### config.mk
export PLATFORM = sky130hd
export DESIGN_NAME = priority_encoder_arb_flat
export DESIGN_NICKNAME = d
export VERILOG_FILES = /design/src/rtl/priority_enc_pkg.sv /design/src/rtl/priority_encoder_arb_if.sv /design/src/rtl/prio_find_first.sv /design/src/rtl/priority_encoder_arb.sv /design/src/flat_wrapper.sv
export SDC_FILE = /design/constraint.sdc
export NUM_CORES = 1
export LEC_CHECK = 0
export CORE_UTILIZATION = 41
export DETAILED_ROUTE_END_ITERATION = 7
export PLACE_DENSITY_LB_ADDON = 0.05
export SYNTH_ARGS = -nofsm -noshare
export SYNTH_HDL_FRONTEND = slang
export SYNTH_SLANG_ARGS = --single-unit
### constraint.sdc
create_clock -name clk -period 1.6 [get_ports clk]
set_clock_uncertainty 0.1 [all_clocks]
set_input_delay 0.4 -clock clk [delete_from_list [all_inputs] [get_ports clk]]
set_output_delay 0.4 -clock clk [all_outputs]
set_load 0.05 [all_outputs]
### src/rtl/priority_enc_pkg.sv
// priority_enc_pkg: shared state and mode encodings for the priority encoder arbiter
package priority_enc_pkg;
  typedef enum logic {IDLE, GRANT} state_t;
  localparam logic MODE_FIXED = 1'b0;
  localparam logic MODE_RR = 1'b1;
endpackage

### src/rtl/priority_encoder_arb_if.sv
// priority_encoder_arb_if: request/grant bundle between requesters (master) and arbiter (slave)
interface priority_encoder_arb_if #(parameter int N = 8);
  localparam int W = $clog2(N);
  logic enable;
  logic mode;
  logic [N-1:0] data_in;
  logic ack;
  logic [W-1:0] data_out;
  logic valid;
  logic [N-1:0] grant_onehot;
  modport master (output enable, mode, data_in, ack, input data_out, valid, grant_onehot);
  modport slave (input enable, mode, data_in, ack, output data_out, valid, grant_onehot);
endinterface

### src/rtl/prio_find_first.sv
// prio_find_first: first set bit strictly after ptr, searching a doubled vector so the scan wraps at N-1
module prio_find_first #(
  parameter int N = 8,
  localparam int W = $clog2(N)
) (
  input  logic [N-1:0] req,
  input  logic [W-1:0] ptr,
  output logic [W-1:0] idx,
  output logic         found
);
  logic [2*N-1:0] dbl;
  always_comb begin
    dbl = {req, req};
    for (int i = 0; i < N; i++) dbl[i] = (i <= int'(ptr)) ? 1'b0 : dbl[i];
    idx = '0;
    found = 1'b0;
    for (int i = 2*N-1; i >= 0; i--) begin
      if (dbl[i]) begin
        found = 1'b1;
        idx = W'(i >= N ? i - N : i);
      end
    end
  end
endmodule

### src/rtl/priority_encoder_arb.sv
// priority_encoder_arb: registered N-way fixed/round-robin arbiter with grant hold until ack
module priority_encoder_arb
  import priority_enc_pkg::*;
#(
  parameter int N = 8,
  localparam int W = $clog2(N)
) (
  input logic clk,
  input logic rst,
  priority_encoder_arb_if.slave bus
);
  state_t state_q, state_d;
  logic [W-1:0] data_out_q, data_out_d, last_ptr_q, last_ptr_d;
  logic [N-1:0] grant_q, grant_d, req_rev;
  logic valid_q, valid_d;
  logic [W-1:0] rr_idx, fx_idx, win, rr_ptr;
  logic rr_found, fx_found, arb;
  // While a grant is being acked, the search starts just after the acked index
  assign rr_ptr = (state_q == GRANT) ? data_out_q : last_ptr_q;
  always_comb for (int i = 0; i < N; i++) req_rev[i] = bus.data_in[N-1-i];
  prio_find_first #(.N(N)) u_rr (.req(bus.data_in), .ptr(rr_ptr), .idx(rr_idx), .found(rr_found));
  // Reversed vector with nothing masked: first set bit is the highest original index
  prio_find_first #(.N(N)) u_fx (.req(req_rev), .ptr(W'(N-1)), .idx(fx_idx), .found(fx_found));
  assign win = (bus.mode == MODE_RR) ? rr_idx : W'(N-1) - fx_idx;
  assign arb = bus.enable && (bus.mode == MODE_RR ? rr_found : fx_found);
  always_comb begin
    state_d = state_q;
    data_out_d = data_out_q;
    grant_d = grant_q;
    valid_d = valid_q;
    last_ptr_d = last_ptr_q;
    if (state_q == IDLE || bus.ack) begin
      last_ptr_d = (state_q == GRANT) ? data_out_q : last_ptr_q;
      state_d = arb ? GRANT : IDLE;
      valid_d = arb;
      data_out_d = arb ? win : '0;
      grant_d = arb ? {{(N-1){1'b0}}, 1'b1} << win : '0;
    end
  end
  always_ff @(posedge clk) begin
    if (rst) begin
      state_q <= IDLE;
      data_out_q <= '0;
      grant_q <= '0;
      valid_q <= 1'b0;
      last_ptr_q <= W'(N-1);
    end else begin
      state_q <= state_d;
      data_out_q <= data_out_d;
      grant_q <= grant_d;
      valid_q <= valid_d;
      last_ptr_q <= last_ptr_d;
    end
  end
  assign bus.data_out = data_out_q;
  assign bus.grant_onehot = grant_q;
  assign bus.valid = valid_q;
endmodule

### src/flat_wrapper.sv
// flat-port wrapper written by rule: the top's interface ports become plain ports
module priority_encoder_arb_flat import priority_enc_pkg::*;
#(
  parameter int N = 8,
  localparam int W = $clog2(N)
)
  (clk, rst, bus_enable, bus_mode, bus_data_in, bus_ack, bus_data_out, bus_valid, bus_grant_onehot);
  priority_encoder_arb_if #(.N(N)) bus_i ();
  input logic clk;
  input logic rst;
  input wire logic [$bits(bus_i.enable)-1:0] bus_enable;
  input wire logic [$bits(bus_i.mode)-1:0] bus_mode;
  input wire logic [$bits(bus_i.data_in)-1:0] bus_data_in;
  input wire logic [$bits(bus_i.ack)-1:0] bus_ack;
  output wire logic [$bits(bus_i.data_out)-1:0] bus_data_out;
  output wire logic [$bits(bus_i.valid)-1:0] bus_valid;
  output wire logic [$bits(bus_i.grant_onehot)-1:0] bus_grant_onehot;
  assign bus_i.enable = bus_enable;
  assign bus_i.mode = bus_mode;
  assign bus_i.data_in = bus_data_in;
  assign bus_i.ack = bus_ack;
  assign bus_data_out = bus_i.data_out;
  assign bus_valid = bus_i.valid;
  assign bus_grant_onehot = bus_i.grant_onehot;
  priority_encoder_arb #(.N(N)) u_core (.clk(clk), .rst(rst), .bus(bus_i));
endmodule
-- Word level (Yosys, flattened, before mapping)
Index checks and enable logic that the tools add are counted.
- add/sub/neg operators: 1
- $lt $le $gt $ge: 7
- shift operators: 1
- muxes and demuxes: 59
- bitwise gates (word level): 1
- reductions and logical operators: 2
- operator list (kind ; number):
    $mux 3 ; 26
    $mux 1 ; 32
    $le 3x3->1 const A ; 4
    $mux 8 ; 1
    $shl 1x3->8 const A ; 1
    $le 2x3->1 const A ; 2
    $le 1x3->1 const A ; 1
    $sub 3x3->3 const A ; 1
    $logic_and 1x1->1 ; 1
    $logic_or 1x1->1 ; 1
    $not 1->1 ; 1
- flip-flop bits (word level): 16
- bits of input ports: 13
- output and inout bits: 12

-- Logic depth before layout (Yosys ltp)
- depth in word-level cells: 18
- mapped depth: 9
- gate-level depth less buffers: 6

-- Hierarchy
Synthesis repeated with hierarchy kept, for this count alone.
- cell total of the unflattened synthesis: 158
- area, all modules: 1162.4 um^2
- modules (own cells, without submodules) (module ; instances ; cells each ; area an instance (um^2) ; sequential area each (um^2)):
    priority_encoder_arb ; 1 ; 74 ; 669.4 ; 300.3
    prio_find_first ; 2 ; 42 ; 246.5 ; 0.0

-- Worst setup path after synthesis
Ideal clock, no wire load.
- path type: reg2reg
- start: reg u_core.state_q
- end: reg u_core.grant_q[1], in the netlist u_core.bus.grant_onehot[1]
- library setup time: 0.117 ns
- data arrival time: 1.962 ns
- required time: 1.383 ns
- path slack: -0.580 ns
- cell stages (with the launch flop): 10
- path buffers: 3
- clock period less this slack: 2.180 ns
- cell sequence: dfxtp_1 > buf_6 > buf_8 > nand4_1 > o211ai_2 > o211a_1 > o221ai_1 > o211a_1 > buf_6 > a32o_1
- word-level cells in the longest chain between the ends: 13
- RTL lines (element ; line ; source):
    from (decl) ; priority_encoder_arb.sv:12 ; state_t state_q, state_d;
    from (signal assigned) ; priority_encoder_arb.sv:48 ; state_q <= state_d;
    $mux 3 ; -- ;
    $le 3x3->1 ; prio_find_first.sv:14 ; for (int i = 0; i < N; i++) dbl[i] = (i <= int'(ptr)) ? 1'b0 : dbl[i];
    $mux 1 ; prio_find_first.sv:14 ;
    $mux 3 / $mux 1 (equally long branches) (7 in series) ; prio_find_first.sv:18 ; if (dbl[i]) begin
    $mux 3 / $mux 1 (equally long branches) ; priority_encoder_arb.sv:24, priority_encoder_arb.sv:25 ;
    $shl 1x3->8 / $logic_and 1x1->1 (equally long branches) ; priority_encoder_arb.sv:37, priority_encoder_arb.sv:25 ;
    $mux 8 ; priority_encoder_arb.sv:37 ; grant_d = arb ? {{(N-1){1'b0}}, 1'b1} << win : '0;
    to (signal assigned) ; priority_encoder_arb.sv:50 ; grant_q <= grant_d;
    to (decl) ; priority_encoder_arb.sv:14 ; logic [N-1:0] grant_q, grant_d, req_rev;
Several ways; a longest one is shown, not always the timed one.
A chain may end at the register's enable or synchronous reset.

-- Worst setup path in the final report
- start: reg u_core.state_q
- end: reg u_core.grant_q[0], in the netlist u_core.bus.grant_onehot[0]
Same word-level chain as after synthesis.

==> impl_metrics.yaml <==
run_status:
  outcome: "complete, but fails checks"
  failed_checks: "negative setup slack"
route:
  vias: 1317
  drtIter0Drc: 47
  drtPass1Iterations: 5
  wire_per_inst_um: 20.14
  vias_per_cell: 6.069
  drc: 0
  wl_um: 4370
  ant_nets: 0
logic_synthesis:
  yosys_warnings: 0
  synth_fp_nets: 132
  syn_avg_cell_area_um2: 8.201
  syn_inst: 119
  synth_cell_types: 35
  syn_area_um2: 975.9
  ys_ff_latch: 15
  ys_seq_area_share_pct: 30.77
cts:
  clockBufferDepth: 2
  cts_buffers: 3
  clk_latency_ns: 0.28
  root_buffer: "clkbuf_4"
  clkTransAtPathRegs_ns: 0.10
  cts_sinks: 15
  htree_num_levels: 1
  postCtsHoldBufs: 0
  cts_tree: "done"
power_and_ir_drop:
  p_leak_nw: 0.7981
  powerDensity_nw_per_um2: 621.7
  ir_drop_mv: 0.5578
timing:
  grt_setup_unrepaired: "true"
  max_clock_freq_mhz: 507.0
  whs_ns: 0.4402
  worst_pin_slew_ns: 0.4546
  setup_slack_ns: -0.3724
  finalCritPeriodShare_pct: 123.3
  period_needed_ns: 1.972
  finalHoldViolCount: 0
  max_slew_margin_pct: 69.37
  maxSlewViolCount: 0
  setup_viol: 11
run:
  maxCapViolations: 0
cells_and_area:
  final_net_count: 203
  fin_cells: 217
  final_area_um2: 1949
  final_core_util_pct: 87.28
  layout_common_cells: "36 x buf_4, 14 x nand2_1, 12 x buf_12"
  drive_gt1_share_pct: 54.50
  fillers: 116
  layout_commonest_cell: "buf_4"
  diodes: 0
  layout-area-overhead-vs-synth_pct: 99.74
floorplanning:
  initial_core_util_pct: 43.70
  die_h_um: 50.79
  core_area_um2: 2233
  die-width_um: 50.79
  ios: 25
  dieArea_um2: 2580
  rows: 17
global_routing:
  grtUsageTotal_pct: 32.15
  grt_pass1_wl_um: 6120
  grt_pass1_vias: 1309
  gr-total-overflow: 0
  antenna_found_initial: 0
  gr-usage-met3_pct: 5.152
  grt-busiest-layer: "met2"
  grt_max_degree: 9
  met2_usage_pct: 58.22
  met1_usage_pct: 36.35
placement:
  gp_congestion: 0.8553
  dp_worst_setup_slack_ns: -0.8630
  dpl.cell_count: 204
  dpl.hpwl_um: 2468
  portBuffers: 24
  placed_area_um2: 1632
worst_setup_path:
  crit_type: "flip-flop to flip-flop"
  crit_required_ns: 1.71
  crit_arrival_ns: 2.08
  reg2reg_slack_ns: -0.37
  critPathLaunchType: "flip-flop"
  cp_max_fo: 7
  endpoint_kind: "flip-flop"
min_path:
  hold_path_class: "flip-flop to flip-flop"
-- per-layer routing --
layer  share of wire (%)  up-vias
li1                    -      607
met1                  38      623
met2                  53       65
met3                 5.1       22
met4                 4.6        0
met5                   0        -
-- kinds of logic after synthesis --
| kind of cell | after synthesis | share of synthesized area [%] |
|---|---|---|
| simple gates | 53 | 27.69 |
| flops | 15 | 30.77 |
| mux | 1 | 1.026 |
| compound gates | 43 | 35.13 |
| buf+inv | 7 | 5.384 |
-- synth_stat cells, drive strengths merged --
cell	number	area share, %
a21o	1	0.77
nor4	1	0.64
o31ai	5	3.8
o2111ai	1	0.90
mux2i	1	1.0
a22oi	2	1.5
or3	2	1.3
a32o	5	5.1
nand3	9	4.6
o311a	2	2.1
or2b	1	0.77
nor3b	1	1.3
nor3	4	2.1
o221a	2	2.3
or2	1	0.64
nand2	15	5.8
o211ai	2	2.6
o21ai	8	4.1
o211a	2	2.1
nand4	2	1.3
a21oi	7	3.6
nor2b	3	2.7
dfxtp	15	31
o21a	3	2.3
o221ai	3	4.0
buf	3	3.8
inv	4	1.5
nand2b	2	2.1
nor2	12	4.6
-- stage by stage --
stage / total power (W) / setup TNS, ns
3_3_place_gp: 0.0008311 / -8.316
2_1_floorplan: 0.0006348 / -2.672
3_5_place_dp: 0.0008443 / -8.999
5_1_grt: 0.001254 / -4.151
4_1_cts: 0.001121 / -3.023
6_report: 0.001212 / -3.304
-- final timing paths --
| path | startpoint | endpoint | cells after the start |
|---|---|---|---|
| setup reg to reg | u_core.state_q$_SDFFE_PP0P_ | u_core.bus.grant_onehot[0]$_SDFFE_PP0P_ | 6 |
| hold reg to reg | u_core.last_ptr_q[0]$_SDFFE_PP1P_ | u_core.last_ptr_q[0]$_SDFFE_PP1P_ | 2 |
| hold / removal | u_core.last_ptr_q[0]$_SDFFE_PP1P_ | u_core.last_ptr_q[0]$_SDFFE_PP1P_ | 2 |
| setup / recovery | u_core.state_q$_SDFFE_PP0P_ | u_core.bus.grant_onehot[0]$_SDFFE_PP0P_ | 6 |
-- registers in the layout, summed over array words and instances (netlist names) --
| register | count |
|---|---|
| u_core.bus.data_out | 3 |
| u_core.bus.grant_onehot | 8 |
| u_core.last_ptr_q | 3 |
| u_core.state_q | 1 |
-- area by class of cell --
type / count / area [µm²] / area share (%)
clock buffers: 4 / 26.28 / 1.348
repair buffers: 68 / 711.9 / 36.52
inverters: 4 / 15.01 / 0.7702
flip-flops and latches: 15 / 314.1 / 16.11
well taps: 28 / 35.03 / 1.797
multi-input cells: 98 / 847.1 / 43.45
-- worst max-delay path, stage by stage (launching register included) --
cell and delay (ns):
dfxtp_4 0.38, buf_6 0.14, buf_6 0.13, nor2b_4 0.12, or3_4 0.39, or3_4 0.43, o31ai_4 0.21
-- repair_timing --
item,4_1_cts,5_1_grt
cloned,1,0
setup endpoints to repair,11,12
pin swaps,15,16
buffers inserted,5,4
gates resized for setup,40,21
-- where the power goes --
part	switching [W]	internal, W
clock	0.000129	0.0000969
sequential	0.0000326	0.000393
combinational	0.000286	0.000274
total	0.000448	0.000764
No activity file was read; power rests on OpenSTA's default activity.
==> variant, RTL diff (config.mk and constraints unchanged) <==
Make the reset (`rst`) asynchronous in one clocked block.
--- a/src/rtl/priority_encoder_arb.sv
+++ b/src/rtl/priority_encoder_arb.sv
@@ -37,7 +37,7 @@
       grant_d = arb ? {{(N-1){1'b0}}, 1'b1} << win : '0;
     end
   end
-  always_ff @(posedge clk) begin
+  always_ff @(posedge clk or posedge rst) begin
     if (rst) begin
       state_q <= IDLE;
       data_out_q <= '0;
Formal check against the unedited RTL: differs if rst is asserted again (counterexample within 4 cycles, from zero or initial values and one cycle with rst high); with rst held inactive, the same outputs for 10 cycles.
==> variant against the original RTL <==
  * The run still ends with negative setup slack left
  * Worst setup slack worse by 0.16 ns
  * Total power up 17%
  * Count of clock-buffer cells in the layout down 1
  * Cell area down 10%
  * Combinational power up 24%
  * Wire length down 34%
  * Sequential cell count unchanged
  * Largest power group unchanged
  * Area after synthesis down 1.0%
==> variant: results (changes against the original RTL) <==
status=finished with violations (unchanged); failing checks=negative setup slack (unchanged); total number of vias=1077 (was 1317); Async S/R FF share, synth=1.000 (was 0); Pre-Repair DR Iteration Count=4 (was 5); Placement Cell Area=1565 sq um (was 1632 sq um); Final nets=181 (was 203); P_sw=514.7 uW (was 448.0 uW); GRT Util Overall=0.2568 (was 0.3215); P_leak=0.0007761 uW (was 0.0007981 uW); dpl ws=-0.9073 ns (was -0.8630 ns); Post-synth top cells=nand2_1, dfrtp_1, nor2_1, a21oi_1 (was dfxtp_1, nand2_1, nor2_1, nand3_1, a21oi_1); worst-path fanout max=5 (was 7); met3 wire length=127 um (was 221 um); Synth cell types=40 (was 35); sequential fraction of the synthesis area=0.3925 (was 0.3077); first-pass GRT wire length=4899 um (was 6120 um); HP Class=input port to async pin (was register to register); IO Port Bufs=24 (unchanged); CTS clock-pin slew for the worst setup and hold paths=0.10 ns (about the same); metal1 wirelength=1212 um (was 1641 um); Synth area leaders=dfrtp_1, dfstp_2, nand2_1, mux2_2, nand2b_1 (was dfxtp_1, nand2_1, a32o_1, nand3_1, nor2_1); Max VDD drop=768.0 uV (was 557.8 uV); post-DP HPWL=2028 um (was 2468 um); DRT Wirelength=2877 um (was 4370 um); relative slew slack=0.7018 (was 0.6937); Worst-Skew Late Latency=0.29 ns; pin count of the biggest net entering global routing=16 (was 9); Synth Area in Compound Gates=0.3342 (was 0.3513); CP arrival=2.20 ns (was 2.08 ns); syn_nets=119 (was 132); final setup fails=12 (was 11); layout cell share with drive strength beyond 1=0.4850 (was 0.5450); 1st-iter DRT viols=20 (was 47); mux share of post-synthesis cell area=0.03497 (was 0.01026); CP top delay family=compound AO/OA/AOI/OAI gates (was simple AND/OR/NAND/NOR gates); slowest CP cell=clkdlybuf4s50_1 (was or3_4); global placement routability congestion=0.8478 (was 0.8553); Primary FF master, synth=dfrtp_1 (was dfxtp_1); DR WL met2=1500 um (was 2308 um); final worst setup slack=-0.5279 ns (was -0.3724 ns)
## variant: cell count changes after synthesis, sizes merged, moves of 3 or more
cell | unedited run | this run
nand2b | 2 | 5
nand3 | 9 | 2
dfrtp | 0 | 12
dfstp | 0 | 3
nor3 | 4 | 1
dfxtp | 15 | 0
mux2 | 0 | 3
nor2 | 12 | 8
nand2 | 15 | 18
a32o | 5 | 2
a22o | 0 | 3
## variant: tightest hold or removal path, cell delays in order
cell,delay (ns)
clkdlybuf4s50_1,0.40
inv_1,0.05
buf_4,0.22
## variant: final timing paths
check                                                 from                         end  slack, ns  cells past startpoint
worst min-delay path                                   rst  u_core.bus.grant_onehot[6]       0.30                      3
min in group clk                u_core.bus.grant_onehot[0]  u_core.bus.grant_onehot[0]       0.46                      2
max in group asynchronous                              rst        u_core.last_ptr_q[1]       0.86                      3
worst min register to register  u_core.bus.grant_onehot[0]  u_core.bus.grant_onehot[0]       0.46                      2
worst max-delay path                        bus_data_in[3]  u_core.bus.grant_onehot[3]      -0.53                      9
worst max register to register        u_core.last_ptr_q[2]  u_core.bus.grant_onehot[3]      -0.52                      8
## variant: cell type report
| class | instances | area, sq um |
|---|---|---|
| fillers | 156 | 459.2 |
| clock inverters | 1 | 7.507 |
| clock buffers | 3 | 22.52 |
| flip-flops and latches | 15 | 384.1 |
| well taps | 28 | 35.03 |
| multi-input cells | 83 | 624.3 |
| inverters | 5 | 18.77 |
| repair buffers | 60 | 660.6 |
## variant: kinds of logic after synthesis
| kind of cell | Yosys count |
|---|---|
| mux | 3 |
| compound gates | 40 |
| buf+inv | 8 |
| flops | 15 |
| simple gates | 40 |
## variant: metal layers
| layer | up-vias | global-route usage |
|---|---|---|
| li1 | 520 | - |
| met1 | 520 | 0.3217 |
| met2 | 33 | 0.4511 |
| met3 | 4 | 0.03636 |
| met4 | 0 | 0.08333 |
| met5 | - | 0 |
## variant: per-stage QoR
stage          instances  setup TNS (ns)
4_1_cts              194          -4.686
5_1_grt              195          -6.107
3_3_place_gp         180          -9.644
2_1_floorplan        106          -3.708
3_5_place_dp         180          -9.564
6_report             195          -5.212
## variant: power by group through the flow
stage | combinational, uW | sequential (uW) | clock (uW)
2_1_floorplan | 222 | 574 | 0
5_1_grt | 740 | 501 | 250
3_3_place_gp | 584 | 495 | 0
6_report | 698 | 493 | 224
3_5_place_dp | 593 | 497 | 0
4_1_cts | 702 | 492 | 230
## variant: repair_timing
| item | in CTS | in global routing |
|---|---|---|
| hold endpoints to repair | 0 | 0 |
| resized for setup | 25 | 3 |
| cloned | 1 | 0 |
| endpoints found under the setup margin | 12 | 12 |
| pin swaps | 10 | 4 |
| setup buffers | 9 | 2 |
